### src/rtl/hamming_pkg.sv
// Shared constants for the Hamming(12,8) serial link.
// The matching receiver uses the same state encoding and widths.
package hamming_pkg;

    localparam logic [1:0] IDLE  = 2'd0;
    localparam logic [1:0] START = 2'd1;
    localparam logic [1:0] DATA  = 2'd2;
    localparam logic [1:0] STOP  = 2'd3;

    localparam int CODE_W  = 12;
    localparam int DATA8_W = 8;

endpackage

### src/rtl/hamming_tx_baud.sv
// Bit-period counter: counts 0..CLKS_PER_BIT-1 while enabled and
// pulses bit_end_o on the last cycle of each bit.
module hamming_tx_baud
    import hamming_pkg::*;
#(
    parameter int CLKS_PER_BIT = 4
) (
    input  logic clk,
    input  logic rst,
    input  logic clr_i,
    input  logic en_i,
    output logic bit_end_o
);

    localparam int CW = 8;
    localparam logic [CW-1:0] LAST = CW'(CLKS_PER_BIT - 1);

    logic [CW-1:0] cnt_q;
    logic [CW-1:0] cnt_d;

    // Not gated by clr_i: the top derives clr_i from bit_end_o.
    assign bit_end_o = en_i && (cnt_q == LAST);

    always_comb begin
        cnt_d = cnt_q;
        if (clr_i) begin
            cnt_d = '0;
        end else if (en_i) begin
            cnt_d = bit_end_o ? '0 : cnt_q + 1'b1;
        end
    end

    always_ff @(posedge clk or negedge rst) begin
        if (!rst) begin
            cnt_q <= '0;
        end else begin
            cnt_q <= cnt_d;
        end
    end

endmodule

### src/rtl/hamming_tx.sv
// Serial transmitter for Hamming codewords: start bit, DATA_W bits
// LSB first, stop bit, each held CLKS_PER_BIT cycles.
module hamming_tx
    import hamming_pkg::*;
#(
    parameter int DATA_W       = CODE_W,
    parameter int CLKS_PER_BIT = 4
) (
    input  logic              clk,
    input  logic              rst,
    input  logic [DATA_W-1:0] code_in,
    input  logic              code_valid,
    output logic              code_ready,
    output logic              tx,
    output logic              busy
);

    localparam int IDX_W = (DATA_W > 1) ? $clog2(DATA_W) : 1;
    localparam logic [IDX_W-1:0] LAST_IDX = IDX_W'(DATA_W - 1);

    logic [1:0]        state_q, state_d;
    logic              tx_q, tx_d;
    logic [DATA_W-1:0] shift_q, shift_d;
    logic [IDX_W-1:0]  idx_q, idx_d;
    logic              accept;
    logic              bit_end;

    // Ready in IDLE or on the last STOP cycle, so frames chain gap-free.
    assign code_ready = rst && ((state_q == IDLE) ||
                                ((state_q == STOP) && bit_end));
    assign accept     = code_valid && code_ready;
    assign busy       = (state_q != IDLE);
    assign tx         = tx_q;

    hamming_tx_baud #(
        .CLKS_PER_BIT(CLKS_PER_BIT)
    ) u_baud (
        .clk      (clk),
        .rst      (rst),
        .clr_i    (accept),
        .en_i     (busy),
        .bit_end_o(bit_end)
    );

    always_comb begin
        state_d = state_q;
        tx_d    = tx_q;
        shift_d = shift_q;
        idx_d   = idx_q;
        unique case (state_q)
            IDLE: begin
                if (accept) begin
                    state_d = START;
                    tx_d    = 1'b0;
                    shift_d = code_in;
                    idx_d   = '0;
                end
            end
            START: begin
                if (bit_end) begin
                    state_d = DATA;
                    tx_d    = shift_q[0];
                    shift_d = shift_q >> 1;
                    idx_d   = '0;
                end
            end
            DATA: begin
                if (bit_end) begin
                    if (idx_q == LAST_IDX) begin
                        state_d = STOP;
                        tx_d    = 1'b1;
                    end else begin
                        tx_d    = shift_q[0];
                        shift_d = shift_q >> 1;
                        idx_d   = idx_q + 1'b1;
                    end
                end
            end
            STOP: begin
                if (bit_end) begin
                    if (accept) begin
                        state_d = START;
                        tx_d    = 1'b0;
                        shift_d = code_in;
                        idx_d   = '0;
                    end else begin
                        state_d = IDLE;
                    end
                end
            end
            default: begin
                state_d = IDLE;
                tx_d    = 1'b1;
            end
        endcase
    end

    always_ff @(posedge clk or negedge rst) begin
        if (!rst) begin
            state_q <= IDLE;
            tx_q    <= 1'b1;
            shift_q <= '0;
            idx_q   <= '0;
        end else begin
            state_q <= state_d;
            tx_q    <= tx_d;
            shift_q <= shift_d;
            idx_q   <= idx_d;
        end
    end

endmodule
### config.mk
export PLATFORM = sky130hd
export DESIGN_NAME = hamming_tx
export DESIGN_NICKNAME = d
export VERILOG_FILES = /design/src/rtl/hamming_pkg.sv /design/src/rtl/hamming_tx_baud.sv /design/src/rtl/hamming_tx.sv
export SDC_FILE = /design/constraint.sdc
export NUM_CORES = 1
export LEC_CHECK = 0
export CELL_PAD_IN_SITES_DETAIL_PLACEMENT = 2
export CELL_PAD_IN_SITES_GLOBAL_PLACEMENT = 2
export CORE_MARGIN = 3
export CORE_UTILIZATION = 41
export CTS_BUF_LIST = sky130_fd_sc_hd__clkbuf_8
export CTS_CLUSTER_SIZE = 10
export DETAILED_ROUTE_END_ITERATION = 12
export PLACE_DENSITY = 0.83
export SLEW_MARGIN = 0
export SYNTH_ARGS = -nofsm -noshare
export SYNTH_HDL_FRONTEND = slang
export SYNTH_SLANG_ARGS = --single-unit
### constraint.sdc
create_clock -name clk -period 3.31 [get_ports clk]
set_input_delay 0.662 -clock clk [delete_from_list [all_inputs] [get_ports clk]]
set_output_delay 0.662 -clock clk [all_outputs]
set_load 0.05 [all_outputs]
==> impl_results.md <==
* Worst flop-to-flop path startpoint: u_baud.cnt_q[0]
* Slew headroom at 35.1%
* Total GRT Usage at 21.7%
* Commonest non-fill, non-tap cell in the layout: dfrtp_1
* Number of synthesized flops with an enable pin at 0
* Post-cts hold buffer count at 0
* Via/cell ratio at 5.58
* Clk_lat worst skew at between 0.2 and 0.3 ns
* Max FO, Critical Path at 5
* GPL Wtd Cong at 0.757
* Worst Hold Class: reg2reg
* Max cap viols at 0
* Inserted Diodes at 0
* Worst VDD drop at about 0.00046 V
* Final Non-Filler Cells at 201
* Minimum clock period at between 2 and 3 ns
* Synth-to-Final Area Change at 17.4%
* Worst setup EP type: primary output
* Nets at 178
* Syn nets at between 150 and 200
* Worst-path clk slew at ~0.10 ns
* TNS Setup at 0 ns
* Antenna Nets Post-Route at 0
* Port bufs at 17
* Wirelength per Cell at 20.6 um
* Chip height at 67.8 um
* Core Rows at 21
* Synth Register Bits at 27
* Total iterations of the first detailed-routing run at 4
* Worst-margin pin slew at 0.974 ns
* Crit path max-delay cell type: or4b_4
* Main synth FF type: dfrtp_1
* Worst Setup Start Kind: flip-flop
* Initial antenna violation count at 0
* Worst Path Arrival at 2.19 ns
* Mapped cell area at 1560 um2
* LEAKAGE at just over 0.8 nW
* First-pass GRT wire length at 7080 um
* Syn avg cell area at 11.4 um2
* Post-synthesis cell count at between 100 and 150
* Core area at 3490 um2
* Hold Slack at 0.490 ns
* Largest cells by area after synthesis: dfrtp_1 42%, mux2_2 11%, mux2_4 9.6%
* Outcome: complete, no violations
* # IOs at 18
* Share of cells above drive strength 1 at 25.8%
* Final worst path period share at roughly 86%
* RSZ-0062 raised after global routing: false
* Max stage delay on crit path at approximately 0.52 ns
* Placed Cells at between 150 and 200
* Die width at 67.8 um
* Pins Over Slew Limit at 0
* DR vias at 1,122
* Seq/Total Area, Yosys at 43.3%
* Fillers at ~360
* Worst Path Required at 2.65 ns
* Final Hold Violating Endpoints at 0
* Clk sinks at 27
* CTS Root Cell: clkbuf_8
* Synth top area share at about two fifths
* Finish-stage setup viols at 0
* Congestion Overflow GR at 0
* Cell accounting for the most synthesized area: dfrtp_1
* Post-synth cell types at 39
* Post-CTS Resized at 0
* DR iter-0 viols at 59
* FF-to-FF path depth at 6
* Hold EP: tx
* Worst R2R Setup Slack at 0.64 ns
* H-Tree Depth at 1
* PwrDens at roughly 1100 nW/um2
* Total CTS buffers at 3
* Most frequent cells in the layout: 26 x dfrtp_1, 16 x clkdlybuf4s50_1, 15 x mux2_2, 10 x mux2_4, 9 x nand3_1
* Worst R2R End: shift_q[6]
* CTS tree: done
* Crit Path Class: reg2out
* Max Clock Skew at 0.00134 ns
* Initial core utilization at 44.8%
* Ys Warns at 0
* Achievable frequency at 350 MHz
* Clock buffer depth at 2
* Post-CTS Setup Bufs at 0
* Vias in the first global route at 1,280
* Area of the die at 4590 um2
* Asr flop ratio synth at 100%
* Min-Delay Path Depth at 2
* CP cell instances: ha_1, or4b_4, o31a_1, and2b_2, buf_12
* DRC at 0
* Post-route cell area at 1840 um2
* Total power at 0.00197 W
* Worst hold start: tx
* HPWL after DPL at 2910 um
* DP Area at 1790 um2
* Total Wirelength at 4150 um
* Largest net degree at the start of global routing at 30
[worst max path at each step]
stage / from / to / slack (ns) / depth (start not counted)
after floorplan: state_q[0] / code_ready / 0.86 / 6
after CTS: u_baud.cnt_q[0] / code_ready / 0.46 / 5
final: u_baud.cnt_q[0] / code_ready / 0.46 / 5
after global routing: state_q[0] / busy / 0.37 / 4
after detailed placement: code_valid / shift_q[4] / 0.64 / 5
after global placement: code_valid / shift_q[5] / 0.72 / 5
[area by class of cell]
| type | instances | area (um2) | share of cell area, % |
|---|---|---|---|
| clock buffers | 3 | 41.3 | 2.25 |
| clock inverters | 1 | 7.51 | 0.409 |
| inverters | 6 | 22.5 | 1.23 |
| multi-input cells | 100 | 842 | 45.9 |
| flip-flops and latches | 27 | 677 | 36.9 |
| well taps | 46 | 57.6 | 3.14 |
| repair buffers | 18 | 188 | 10.2 |
[registers in the layout, summed over array words and instances, names as in the netlist]
register,count
tx,1
state_q,2
u_baud.cnt_q,8
shift_q,12
idx_q,4
[where the power goes]
| group | internal [W] | leakage (nW) | switching (W) |
|---|---|---|---|
| sequential | 0.000483 | 0.333 | 0.000122 |
| clock | 0.0000855 | 0.0217 | 0.000110 |
| combinational | 0.000585 | 0.461 | 0.000585 |
| total | 0.00115 | 0.816 | 0.000816 |
[per-layer routing]
layer  part of all wire (%)  up-vias  wire (um)  track usage [%]
met3                    2.1        2         88             3.66
met4                   0.51        0         21             4.56
met5                      0        -          0                0
li1                       -      528          -                -
met2                     56       13       2300             40.6
met1                     42      579       1740             25.5
[Yosys cell counts (all sizes together), types with 2 or more instances]
master and count:
ha 7, o221ai 2, or4b 2, o21bai 3, mux2 25, clkbuf 3, a22o 2, nand3 9
o31ai 2, nor2 7, nand2b 2, and3 2, xor2 4, inv 6, nand4 2, o21ai 7
nor3 3, dfrtp 26, a21oi 2, nand2 9
[per-stage QoR]
step,util [%],setup WS [ns]
floorplan,-,0.857
global placement,51.1,0.716
detailed placement,51.1,0.644
CTS,52.5,0.460
global route,52.5,0.365
finish,52.5,0.457
[kinds of logic (layout without fill, tap and decap cells)]
logic type / after synthesis / count (layout) / share of synthesized area, %
AOI/OAI and AO/OA: 21 / 21 / 9.44
DFF: 27 / 27 / 43.3
xor gates and xnor gates: 5 / 5 / 2.80
muxes: 25 / 25 / 20.4
and+or+nand+nor: 42 / 42 / 15.6
adders and majority gates: 7 / 7 / 5.60
buffers and inverters: 10 / 28 / 2.88
[critical path, delay by kind of cell, from the launching register on]
kind / cells / cell delay [ns]
AO/OA/AOI/OAI: 1 / 0.34
adder cells (fa/ha/maj): 1 / 0.26
buffers and inverters: 1 / 0.13
flip-flops: 1 / 0.41
AND/OR/NAND/NOR: 2 / 0.77
(Power assumes the default switching activity.)
